[src/rtl/bcd_pkg.sv]
// bcd_pkg: shared constants, state encoding and digit check for the BCD-to-binary converter
package bcd_pkg;
    localparam int DIGIT_MAX   = 9;
    localparam int CORR_THRESH = 8;
    localparam int CORR_SUB    = 3;

    typedef enum logic [1:0] {
        ST_IDLE,
        ST_CONV,
        ST_DONE
    } state_t;

    function automatic logic is_bcd_valid(input logic [3:0] digit);
        return digit <= 4'(DIGIT_MAX);
    endfunction
endpackage

[src/rtl/bcd_digit_corr.sv]
// bcd_digit_corr: one reverse double-dabble correction, subtract 3 from a digit that reached 8 or more
module bcd_digit_corr
    import bcd_pkg::*;
(
    input  logic [3:0] d_in,
    output logic [3:0] d_out
);
    assign d_out = (d_in >= 4'(CORR_THRESH)) ? d_in - 4'(CORR_SUB) : d_in;
endmodule

[src/rtl/bcd_to_bin_seq.sv]
// bcd_to_bin_seq: sequential BCD-to-binary encoder, one shift-and-correct step per clock
module bcd_to_bin_seq
    import bcd_pkg::*;
#(
    parameter int DIGITS = 4,
    parameter int BIN_W  = 14
) (
    input  logic                  clk,
    input  logic                  rst,
    input  logic                  start,
    input  logic [4*DIGITS-1:0]   bcd_in,
    output logic                  busy,
    output logic                  done,
    output logic                  err,
    output logic [BIN_W-1:0]      bin_out
);
    localparam int BCD_W = 4 * DIGITS;
    localparam int CNT_W = $clog2(BIN_W + 1);

    state_t             state_q, state_d;
    logic [BCD_W-1:0]   bcd_q, bcd_d, bcd_sh, bcd_corr;
    logic [BIN_W-1:0]   bin_q, bin_d, bin_sh;
    logic [CNT_W-1:0]   cnt_q, cnt_d;
    logic               err_q, err_d;
    logic [BIN_W-1:0]   bin_out_q, bin_out_d;
    logic               all_valid;

    // The BCD LSB falls into the binary MSB as the pair shifts right
    assign bcd_sh = {1'b0, bcd_q[BCD_W-1:1]};
    assign bin_sh = {bcd_q[0], bin_q[BIN_W-1:1]};

    for (genvar i = 0; i < DIGITS; i++) begin : g_corr
        bcd_digit_corr u_corr (
            .d_in  (bcd_sh[4*i +: 4]),
            .d_out (bcd_corr[4*i +: 4])
        );
    end

    always_comb begin
        all_valid = 1'b1;
        for (int k = 0; k < DIGITS; k++) all_valid &= is_bcd_valid(bcd_in[4*k +: 4]);
    end

    always_comb begin
        state_d   = state_q;
        bcd_d     = bcd_q;
        bin_d     = bin_q;
        cnt_d     = cnt_q;
        err_d     = err_q;
        bin_out_d = bin_out_q;
        case (state_q)
            ST_IDLE: if (start) begin
                if (all_valid) begin
                    bcd_d   = bcd_in;
                    bin_d   = '0;
                    cnt_d   = '0;
                    err_d   = 1'b0;
                    state_d = ST_CONV;
                end else begin
                    err_d   = 1'b1;
                    state_d = ST_DONE;
                end
            end
            ST_CONV: begin
                bcd_d = bcd_corr;
                bin_d = bin_sh;
                cnt_d = cnt_q + 1'b1;
                if (cnt_q == CNT_W'(BIN_W - 1)) begin
                    state_d   = ST_DONE;
                    bin_out_d = bin_sh;
                end
            end
            default: state_d = ST_IDLE;
        endcase
    end

    always_ff @(posedge clk or posedge rst) begin
        if (rst) begin
            state_q   <= ST_IDLE;
            bcd_q     <= '0;
            bin_q     <= '0;
            cnt_q     <= '0;
            err_q     <= 1'b0;
            bin_out_q <= '0;
        end else begin
            state_q   <= state_d;
            bcd_q     <= bcd_d;
            bin_q     <= bin_d;
            cnt_q     <= cnt_d;
            err_q     <= err_d;
            bin_out_q <= bin_out_d;
        end
    end

    assign busy    = (state_q == ST_CONV);
    assign done    = (state_q == ST_DONE);
    assign err     = err_q;
    assign bin_out = bin_out_q;
endmodule
[config.mk]
export PLATFORM = sky130hd
export DESIGN_NAME = bcd_to_bin_seq
export DESIGN_NICKNAME = d
export VERILOG_FILES = /design/src/rtl/bcd_pkg.sv /design/src/rtl/bcd_digit_corr.sv /design/src/rtl/bcd_to_bin_seq.sv
export SDC_FILE = /design/constraint.sdc
export NUM_CORES = 1
export LEC_CHECK = 0
export BUFFER_PORTS_ARGS = -buffer_cell sky130_fd_sc_hd__buf_2
export CELL_PAD_IN_SITES_DETAIL_PLACEMENT = 1
export CELL_PAD_IN_SITES_GLOBAL_PLACEMENT = 1
export CORE_UTILIZATION = 28
export CTS_CLUSTER_SIZE = 24
export DETAILED_ROUTE_END_ITERATION = 6
export PLACE_DENSITY = 0.63
export SKIP_CTS_REPAIR_TIMING = 1
export SYNTH_ARGS = -nofsm -noshare
export SYNTH_HDL_FRONTEND = slang
export SYNTH_SLANG_ARGS = --single-unit
[constraint.sdc]
create_clock -name clk -period 1.9 [get_ports clk]
set_input_delay 0.19 -clock clk [delete_from_list [all_inputs] [get_ports clk]]
set_output_delay 0.19 -clock clk [all_outputs]
set_load 0.02 [all_outputs]
Yosys cells after proc, flatten, opt, wreduce, memory -nomap -nowiden --
Index checks and enable logic that the tools add are counted.
Operators by class: add/subtract/negate cells 5, muxes and demuxes 18, $lt $le $gt $ge 8, bitwise gates (word level) 3, reduce and logical (&&, ||, !) cells 6, equality and inequality tests 6
Operator list (count):
- 2-to-1 mux 16 bit | 2
- case mux 16 bit (2 select lines) | 1
- 2-to-1 mux 14 bit | 2
- case mux 14 bit (2 select lines) | 1
- 2-to-1 mux 4 bit | 6
- <= comparator 4 bit, second input constant | 4
- greater-or-equal comparator 4 bit, second input constant | 3
- subtractor 4 x 2 -> 4 bit, second input constant | 3
- case mux 4 bit (2 select lines) | 1
- 2-to-1 mux 2 bit | 3
- AND reduction 2 bit | 3
- adder 4 x 1 -> 4 bit, second input constant | 1
- equality test 4 bit, second input constant | 1
- greater-or-equal comparator 3 x 4 -> 1 bit, second input constant | 1
- inequality test 2 bit, second input constant | 2
- case mux 2 bit (2 select lines) | 1
- subtractor 3 x 2 -> 4 bit, second input constant | 1
- bitwise AND 1 bit | 3
- AND reduction 3 bit | 1
- equality test 2 x 1 -> 1 bit, second input constant | 1
- equality test 2 bit, second input constant | 1
- logical NOT 2 bit | 1
- inequality test 2 x 1 -> 1 bit, second input constant | 1
- nonzero test 2 bit | 1
- 2-to-1 mux 1 bit | 1
Word-level totals: register bits after elaboration 51, output and inout bits 17, word-level logic and storage cells 52, input port bits 19

Logic depth before layout (Yosys ltp) --
Gate-level depths: netlist of the first run.
depth in word-level cells 7, depth in mapped cells 7, gate-level depth less buffers 5

Hierarchy --
Synthesis of the first run repeated with hierarchy kept, for this count alone.
Unflattened totals: cell total of the unflattened synthesis 193, area total of the unflattened synthesis 2376.0 µm²
By module, submodules not included:
- bcd_to_bin_seq | area an instance 2070.7 µm², instances 1, cells an instance 149, seq. area each 1251.2 µm²
- bcd_digit_corr | area an instance 76.3 µm², instances 4, cells an instance 11, seq. area each 0.0 µm²

Worst setup path after synthesis of the first run --
Ideal clock, no wire load.
path kind register to register, start register cnt_q[0], end register bin_out_q[0], in the netlist bin_out[0], required time 1.773 ns, clock period less this slack 1.597 ns, slack 0.303 ns, stages on the path, launching flop included 7, library setup time 0.127 ns, arrival time 1.469 ns, buffers on the path 2, cell sequence dfrtp_1 ha_1 and3_1 and2_1 buf_2 buf_6 mux2_1
Between the ends: cells in the longest elaborated chain, start to end 2
RTL lines:
- start: declaration | line bcd_to_bin_seq.sv:23 | logic [CNT_W-1:0] cnt_q, cnt_d;
- start signal: assignment | line bcd_to_bin_seq.sv:89 | cnt_q <= cnt_d;
- equality test 4 bit | line bcd_to_bin_seq.sv:68 | if (cnt_q == CNT_W'(BIN_W - 1)) begin
- AND reduction 2 bit (no line)
- end signal: assignment | line bcd_to_bin_seq.sv:91 | bin_out_q <= bin_out_d;
- end: declaration | line bcd_to_bin_seq.sv:25 | logic [BIN_W-1:0] bin_out_q, bin_out_d;
Every way passes these cells. A chain may end at the register's enable or synchronous reset.

Worst setup path in the final report of the first run --
start register state_q[1], end output busy
Between the ends: cells in the longest elaborated chain, start to end 1
RTL lines:
- start: declaration | line bcd_to_bin_seq.sv:20 | state_t state_q, state_d;
- start signal: assignment | line bcd_to_bin_seq.sv:86 | state_q <= state_d;
- equality test 2 x 1 -> 1 bit | line bcd_to_bin_seq.sv:95 | assign busy = (state_q == ST_CONV);
- end: declaration | line bcd_to_bin_seq.sv:12 | output logic busy,
Every way passes these cells.

==> results of run 1 <==
[critical path, stage by stage (launching register included)]
cell	delay, ps
dfrtp_1	390
nand2b_1	220
inv_2	90
buf_4	270
buf_2	220
[report_power, final]
group          internal (mW)  total (mW)  switching, mW
combinational          0.581        1.14          0.560
clock                  0.400       0.783          0.383
sequential              1.37        1.67          0.302
total                   2.35        3.60           1.25
[how the worst max path moves through the flow]
| stage | slack [ps] | start | cells after the start | to |
|---|---|---|---|---|
| after floorplan | 300 | cnt_q[0]$_DFFE_PP0P_ | 6 | bin_out[0]$_DFFE_PP0P_ |
| after global routing | 120 | state_q[1]$_DFFE_PP0P_ | 4 | busy |
| final | 220 | state_q[1]$_DFFE_PP0P_ | 4 | busy |
| after global placement | 250 | bcd_in[2] | 5 | bcd_q[6]$_DFFE_PP0P_ |
| after CTS | 190 | state_q[1]$_DFFE_PP0P_ | 4 | busy |
| after detailed placement | 210 | bcd_in[2] | 5 | bcd_q[0]$_DFFE_PP0P_ |
[state kept, by name, indices dropped and copies added, names as in the netlist]
name and count:
bcd_q 16, bin_out 14, bin_q 13, cnt_q 4
err 1, state_q 2
[routing by layer]
layer | GRT usage | vias up | routed length [µm] | share of wire
li1 | - | 751 | - | -
met1 | 0.178 | 813 | 2500 | 0.49
met2 | 0.201 | 26 | 2360 | 0.46
met3 | 0.0299 | 8 | 191 | 0.037
met4 | 0.0352 | 0 | 53 | 0.010
met5 | 0 | - | 0 | 0
[area by class of cell]
class                   instances  area (µm²)
well taps                     102         128
multi-input cells             118         935
inverters                       9        33.8
clock buffers                   5        68.8
fillers                       876        5010
clock inverters                 3        47.5
flip-flops and latches         50        1250
repair buffers                 47         293
[kinds of logic (layout without fill, tap and decap cells)]
kind of cell	after synthesis	after routing	synth area share
DFF	50	50	0.551
muxes	23	23	0.112
AOI/OAI and AO/OA	45	45	0.149
adders and majority gates	8	8	0.0441
and+or+nand+nor	34	34	0.0750
buffers and inverters	19	64	0.0369
xor gates and xnor gates	8	8	0.0309
[through the flow]
| stage | hold WS [ps] | power, mW | worst slack, ps |
|---|---|---|---|
| finish | 99.8 | 3.60 | 219 |
| global route | 96.5 | 3.85 | 122 |
| CTS | -95.4 | 3.65 | 187 |
| detailed placement | 246 | 2.85 | 214 |
| global placement | 248 | 2.82 | 246 |
| floorplan | 322 | 2.47 | 303 |
[cells in the mapped netlist (5+ instances only)]
cell and count:
dfrtp_1 50, nor2_1 13, mux2_2 7, inv_1 8, o21ai_0 9, nand2_1 7
mux2_1 13, xnor2_1 6, a22o_1 14, clkbuf_1 5, ha_1 8
==> metrics.cfg, run 1 <==
[floorplan]
coreArea_mm2=0.00777
fp.dieArea_mm2=0.00847
core.rowCount=32
io_pins=36
initial_core_util=0.292
fp.dieH_um=92.0
dieWidth_um=92.0

[setup_path]
ff2ff_path_depth=4
regToRegEndpoint=bcd_q[0]$_DFFE_PP0P_
path_class=flop to output pin
critPathRequiredTime_ps=1710
end_kind=output pin
timing.rr.start=state_q[1]$_DFFE_PP0P_
r2r_slack_ps=280
worstPathArrival_ps=1490
critPathMaxFanout=23
start_kind=flop

[power_and_ir_drop]
powerDensity_mw_per_mm2=1300
vdd_ir_drop_max_mv=0.493
p_leak_nw=1.37

[timing]
fin_skew_ps=13.7
finalCriticalPeriod_ps=1680
tightest_slew_ps=497
setup_tns_ps=0
drv_slew=0
slew_headroom=0.668
setup_viol=0
grt_setup_unrepaired=false
fin_crit_sh=0.885
finalHoldViolations=0
fmax_mhz=595

[detailed_routing]
num_vias=1598
vias_per_cell=4.78
drc=0
routed_wl_mm=5.10
ant_nets=0
post_drt_wl_per_cell_um=15.3
first_pass_iters=3
drt_iter0_drc=19

[final_layout]
drive_gt1_frac=0.284
final_cell_mix=dfrtp_1 (50), buf_2 (35), a22o_1 (14)
diodes=0
final_common_cell=dfrtp_1
layout.nets=258
final_cells=334
utilization=0.355
fin_area_mm2=0.00276
area_delta_synth_final_pct=21.4

[clock_tree]
cts_htree_levels=2
clock-root-buffer=clkbuf_8
cts_buffer_depth=2
clk_latency_ps=310
cts_tree=done
cts.sinks=50
numCtsBuffers=5
clkSlewWorstSetupHoldPaths_ps=100

[global_routing]
gr-usage-all-layers=0.129
grt_max_degree=30
grt_overflow_total=0
grt_pass1_vias=1619
antenna_found_initial=0
grt_pass1_wl_mm=8.39

[synth]
async_flop_share=1.00
synthCells=187
synth_warnings=0
synthTopCellsByArea=dfrtp_1 (55%), mux2_1 (6.4%), a22o_1 (5.4%)
yosysUniqueCellTypes=36
netlist.area_leader.share=0.551
ys.flop_type=dfrtp_1
yosysTopAreaCell=dfrtp_1
ys_seq_elements=50
syn_area_mm2=0.00227
synth-edff-count=0
yosysSeqAreaShare=0.551
syn_nets=214
synth_area_per_cell_um2=12.1

[min_path]
worstHoldPathCells=2
worstHoldStart=bcd_in[4]
min_to=bcd_q[4]$_DFFE_PP0P_
hold_class=input pin to flop

[placement]
portBuffers=35
dpl.hpwl_mm=3.64
gp_congestion=0.796
placedCellCount=325
post_dp_cell_area_mm2=0.00263

[status]
status=complete, no violations

[run]
drv_cap=0

Power figures use the tool's default switching activity.
==> run 2: changes to the inputs <==
--- a/config.mk
+++ b/config.mk
@@ -6,5 +6,4 @@
 export NUM_CORES = 1
 export LEC_CHECK = 0
-export BUFFER_PORTS_ARGS = -buffer_cell sky130_fd_sc_hd__buf_2
 export CELL_PAD_IN_SITES_DETAIL_PLACEMENT = 1
 export CELL_PAD_IN_SITES_GLOBAL_PLACEMENT = 1
@@ -12,5 +11,6 @@
 export CTS_CLUSTER_SIZE = 24
 export DETAILED_ROUTE_END_ITERATION = 6
-export PLACE_DENSITY = 0.63
+export DONT_BUFFER_PORTS = 1
+export PLACE_DENSITY = 0.58
 export SKIP_CTS_REPAIR_TIMING = 1
 export SYNTH_ARGS = -nofsm -noshare
==> constraint.sdc (replaced) <==
create_clock -name clk -period 1.9 [get_ports clk]
set_input_delay 0.38 -clock clk [delete_from_list [all_inputs] [get_ports clk]]
set_output_delay 0.38 -clock clk [all_outputs]
set_load 0.02 [all_outputs]
==> run 2 against run 1 <==
- the run now ends with hold timing left
- worst setup slack got worse by 1.7 ps
- register-to-register slack barely moved
- die area unchanged
- sequential power grew 3%
- maximum frequency is 0.10% lower
- non-clock buffer count fell by 36
- clock skew fell by 8.0 ps
- first-iteration DRC count fell by 16%
- combinational power decreased by 9%
- sequential share of layout area up 3.4 points
- critical path type unchanged
- critical path depth down 1
==> metrics.cfg, run 2 (synthesis gave the netlist of run 1 again) <==
[timing]
grt_setup_unrepaired=false
slew_headroom=0.697  ; +0.0293
finalHoldViolations=14  ; +14
setup_tns_ps=0  ; unchanged
fmax_mhz=594  ; -0.10%
finalCriticalPeriod_ps=1680  ; +1.71 ps
tightest_slew_ps=453  ; -44.4 ps
drv_slew=0  ; unchanged
setup_viol=0  ; unchanged
fin_crit_sh=0.886  ; +0.000898
whs_ps=-18.9  ; -119 ps
fin_skew_ps=5.70  ; -7.99 ps

[floorplan]
fp.dieArea_mm2=0.00847  ; unchanged
io_pins=36  ; unchanged
core.rowCount=32  ; unchanged
initial_core_util=0.292  ; unchanged
fp.dieH_um=92.0  ; unchanged
dieWidth_um=92.0  ; unchanged
coreArea_mm2=0.00777  ; unchanged

[power_and_ir_drop]
p_leak_nw=1.20  ; -13%
powerDensity_mw_per_mm2=1370  ; +4.8%
vdd_ir_drop_max_mv=0.479  ; -2.9%

[setup_path]
worstPathArrival_ps=1300  ; -190 ps
path_class=flop to output pin
end_kind=output pin
start_kind=flop
critPathMaxFanout=23  ; unchanged
critPathRequiredTime_ps=1520  ; -190 ps

[final_layout]
diodes=0  ; unchanged
drive_gt1_frac=0.153  ; -0.131
layout.nets=222  ; -14%
area_delta_synth_final_pct=13.0
largest_reg_flops=16  ; unchanged
regMostFlops=bcd_q
final_common_cell=dfrtp_1
final_cell_mix=dfrtp_1 (50), a22o_1 (14), nor2_1 (13), mux2_1 (13)
fill_cells=865  ; -1.3%

[min_path]
hold_class=input pin to asynchronous set/reset pin

[clock_tree]
cts.sinks=50  ; unchanged
cts_buffer_depth=2  ; unchanged
cts_tree=done
clock-root-buffer=clkbuf_8
cts_htree_levels=2  ; unchanged
clkSlewWorstSetupHoldPaths_ps=90  ; about the same
numCtsBuffers=5  ; unchanged
clk_latency_ps=300  ; about the same

[global_routing]
grt_max_degree=51  ; +70%
gr-usage-all-layers=0.129  ; +0.000309
grt_pass1_wl_mm=8.45  ; +0.66%
antenna_found_initial=0  ; unchanged
grt_overflow_total=0  ; unchanged
grt_pass1_vias=1604  ; -0.93%

[detailed_routing]
routed_wl_mm=4.91  ; -3.8%
drt_iter0_drc=16  ; -3
vias_per_cell=4.91  ; +2.5%
num_vias=1462  ; -8.5%
drc=0  ; unchanged
ant_nets=0  ; unchanged
first_pass_iters=4  ; +1
post_drt_wl_per_cell_um=16.5  ; +7.8%

[placement]
dpl.hpwl_mm=3.43  ; -5.6%
gp_congestion=0.752  ; -5.6%
portBuffers=0  ; -100%

[status]
status=finished, violations left
violations=hold timing

[run]
drv_cap=0  ; unchanged

run 2: final timing paths:
kind / start / to / slack [ps] / depth (start not counted)
max in group asynchronous: rst / bin_out[6]$_DFFE_PP0P_ / 1670 / 2
min in group clk: bcd_in[8] / bcd_q[8]$_DFFE_PP0P_ / 200 / 1
min: rst / bcd_q[9]$_DFFE_PP0P_ / -20 / 2
max reg2reg: state_q[1]$_DFFE_PP0P_ / bcd_q[6]$_DFFE_PP0P_ / 290 / 4
max: state_q[1]$_DFFE_PP0P_ / busy / 220 / 3
min reg2reg: bin_q[1]$_DFFE_PP0P_ / bin_out[0]$_DFFE_PP0P_ / 500 / 1
run 2: metal layers:
layer / up-vias / part of all wire / GRT usage
met5: - / 0 / 0
met4: 0 / 0.0098 / 0.0352
met3: 5 / 0.063 / 0.0415
met2: 29 / 0.46 / 0.200
met1: 748 / 0.47 / 0.172
li1: 680 / - / -
run 2: final cells by class:
class / count / area (µm²) / share of cell area
Tap cell: 102 / 128 / 0.0498
Clock buffer: 6 / 72.6 / 0.0283
Clock inverter: 2 / 37.5 / 0.0146
Inverter: 9 / 33.8 / 0.0132
Multi-Input combinational cell: 118 / 935 / 0.364
Sequential cell: 50 / 1250 / 0.488
Timing Repair Buffer: 11 / 108 / 0.0420
run 2: worst max-delay path, cell delays in order (launching register included):
cell and delay, ps:
dfrtp_1 390, nand2b_1 230, inv_2 80, buf_4 300
run 2: where the power goes:
group          leakage (nW)  switching, mW  internal (mW)
clock network        0.0514          0.356          0.393
registers             0.659          0.348           1.37
logic                 0.491          0.497          0.541
total                  1.20           1.20           2.30
run 2: stage by stage:
step	area (µm²)	std cells	utilization	total power [mW]	worst slack, ps
6_report	2560	298	0.330	3.51	217
5_1_grt	2560	298	0.330	3.79	62.6
4_1_cts	2560	298	0.330	3.57	186
3_5_place_dp	2450	290	0.316	2.80	185
3_3_place_gp	2450	290	0.316	2.76	170
2_1_floorplan	2270	187	-	2.47	303
==> run 3: changes to the inputs <==
Settings changed: CORE_UTILIZATION 28 to 50, PLACE_DENSITY 0.58 to 0.87.
==> run 3 against run 2 <==
- critical path type unchanged
- clock power grew 1%
- first-iteration DRC count rose to 6.9 times the previous value
- largest power group unchanged
- worst setup slack got worse by 53 ps
- routed wire length is 9.1% higher
- the run still ends with hold timing left
==> metrics.cfg, run 3 (synthesis gave the netlist of run 1 again) <==
[final_layout]
final_common_cell=dfrtp_1
final_cell_mix=dfrtp_1 (50), a22o_1 (14), nor2_1 (13), mux2_1 (13)
layout.nets=221  ; -0.45%
area_delta_synth_final_pct=9.54
diodes=0  ; unchanged
regMostFlops=bcd_q
drive_gt1_frac=0.154  ; +0.000785
largest_reg_flops=16  ; unchanged
fill_cells=445  ; -49%

[setup_path]
max_stage_delay_ps=390  ; about the same
worstPathArrival_ps=1360  ; +60 ps
regToRegEndpoint=bin_q[13]$_DFFE_PP0P_
slowest_stage=dfrtp_1
path_class=flop to output pin
crit_buf_inv=2  ; unchanged
path_delay_family=buffers and inverters
ff2ff_path_depth=5  ; +1
end_kind=output pin
crit_chain=nand2b_1 -> inv_2 -> buf_4
r2r_slack_ps=220  ; -70 ps
start_kind=flop
timing.rr.start=state_q[0]$_DFFE_PP0P_
critPathMaxFanout=13  ; -43%
critPathRequiredTime_ps=1520  ; about the same

[timing]
tightest_slew_ps=551  ; +97.7 ps
timing.final.ws_setup_ps=164  ; -52.6 ps
grt_setup_unrepaired=false
drv_slew=0  ; unchanged
setup_tns_ps=0  ; unchanged
finalHoldViolations=6  ; -8
slew_headroom=0.632  ; -0.0649
fmax_mhz=576  ; -3.0%
fin_crit_sh=0.913  ; +0.0277
finalCriticalPeriod_ps=1740  ; +52.6 ps
fin_skew_ps=4.04  ; -1.66 ps
whs_ps=-12.6  ; +6.30 ps
setup_viol=0  ; unchanged

[clock_tree]
clk_latency_ps=300  ; about the same
numCtsBuffers=5  ; unchanged
clkSlewWorstSetupHoldPaths_ps=100  ; about the same
clock-root-buffer=clkbuf_8
cts_buffer_depth=2  ; unchanged
cts_htree_levels=2  ; unchanged
cts_tree=done
cts.sinks=50  ; unchanged

[placement]
dp_slack_ps=208  ; +22.8 ps
dpl.hpwl_mm=3.80  ; +11%
portBuffers=0  ; unchanged
gp_congestion=0.774  ; +3.0%

[floorplan]
dieWidth_um=69.4  ; -25%
fp.dieArea_mm2=0.00481  ; -43%
io_pins=36  ; unchanged
fp.dieH_um=69.4  ; -25%
coreArea_mm2=0.00435  ; -44%
initial_core_util=0.521  ; +0.229
core.rowCount=24  ; -25%

[global_routing]
grt_overflow_total=0  ; unchanged
gr-usage-all-layers=0.247  ; +0.119
antenna_found_initial=0  ; unchanged
gr-usage-met2=0.430  ; +0.230
grt_pass1_vias=1744  ; +8.7%
grt_pass1_wl_mm=9.14  ; +8.2%
gr-usage-met3=0.0625  ; +0.0210
grtUsageMet1=0.291  ; +0.119
grt_max_degree=28  ; -45%
global_route.peak_usage_layer=met2

[detailed_routing]
num_vias=1536  ; +5.1%
drc=0  ; unchanged
ant_nets=0  ; unchanged
first_pass_iters=4  ; unchanged
drt_iter0_drc=110  ; +94
routed_wl_mm=5.36  ; +9.1%
post_drt_wl_per_cell_um=21.7  ; +32%
vias_per_cell=6.22  ; +27%

[status]
status=finished, violations left
violations=hold timing

[run]
drv_cap=0  ; unchanged

[min_path]
hold_class=input pin to asynchronous set/reset pin

[power_and_ir_drop]
p_leak_nw=1.19  ; -0.58%
vdd_ir_drop_max_mv=0.646  ; +35%
powerDensity_mw_per_mm2=1450  ; +6.0%

==> run 3: cell types whose count changed in the layout (fill, tap and decap cells not counted), sizes merged <==
cell	change
buf	-1
clkbuf	-1
clkinvlp	+1
==> run 3: layout make-up <==
class	instances	area, µm²	area share
clock buffers	5	68.8	0.0277
flip-flops and latches	50	1250	0.503
clock inverters	3	45.0	0.0181
inverters	9	33.8	0.0136
multi-input cells	118	935	0.376
repair buffers	10	87.6	0.0352
well taps	52	65.1	0.0262
==> run 3: how the worst max path moves through the flow <==
stage | startpoint | endpoint | cells after the start
2_1_floorplan | cnt_q[0]$_DFFE_PP0P_ | bin_out[0]$_DFFE_PP0P_ | 6
3_3_place_gp | bcd_in[2] | bcd_q[4]$_DFFE_PP0P_ | 4
3_5_place_dp | bcd_in[13] | bcd_q[0]$_DFFE_PP0P_ | 4
4_1_cts | state_q[1]$_DFFE_PP0P_ | busy | 3
5_1_grt | state_q[1]$_DFFE_PP0P_ | busy | 3
6_report | state_q[1]$_DFFE_PP0P_ | busy | 3
==> run 3: metrics by stage <==
| stage | cells | util | hold slack [ps] | total power, mW | area (µm²) |
|---|---|---|---|---|---|
| after floorplan | 187 | - | 462 | 2.47 | 2270 |
| after global placement | 239 | 0.545 | 325 | 2.68 | 2370 |
| after detailed placement | 239 | 0.545 | 337 | 2.83 | 2370 |
| after CTS | 247 | 0.571 | 10.0 | 3.61 | 2490 |
| after global routing | 247 | 0.571 | 25.6 | 3.82 | 2490 |
| final | 247 | 0.571 | -12.6 | 3.60 | 2490 |
==> run 3: power by group <==
part / internal (mW) / switching [mW] / total, mW / leakage (nW)
clock network: 0.392 / 0.366 / 0.758 / 0.0504
registers: 1.37 / 0.369 / 1.74 / 0.659
logic: 0.533 / 0.571 / 1.10 / 0.485
==> run 3: layer usage <==
layer,vias to the layer above,part of all wire
li1,679,-
met1,798,0.40
met2,43,0.52
met3,16,0.059
met4,0,0.022
met5,-,0
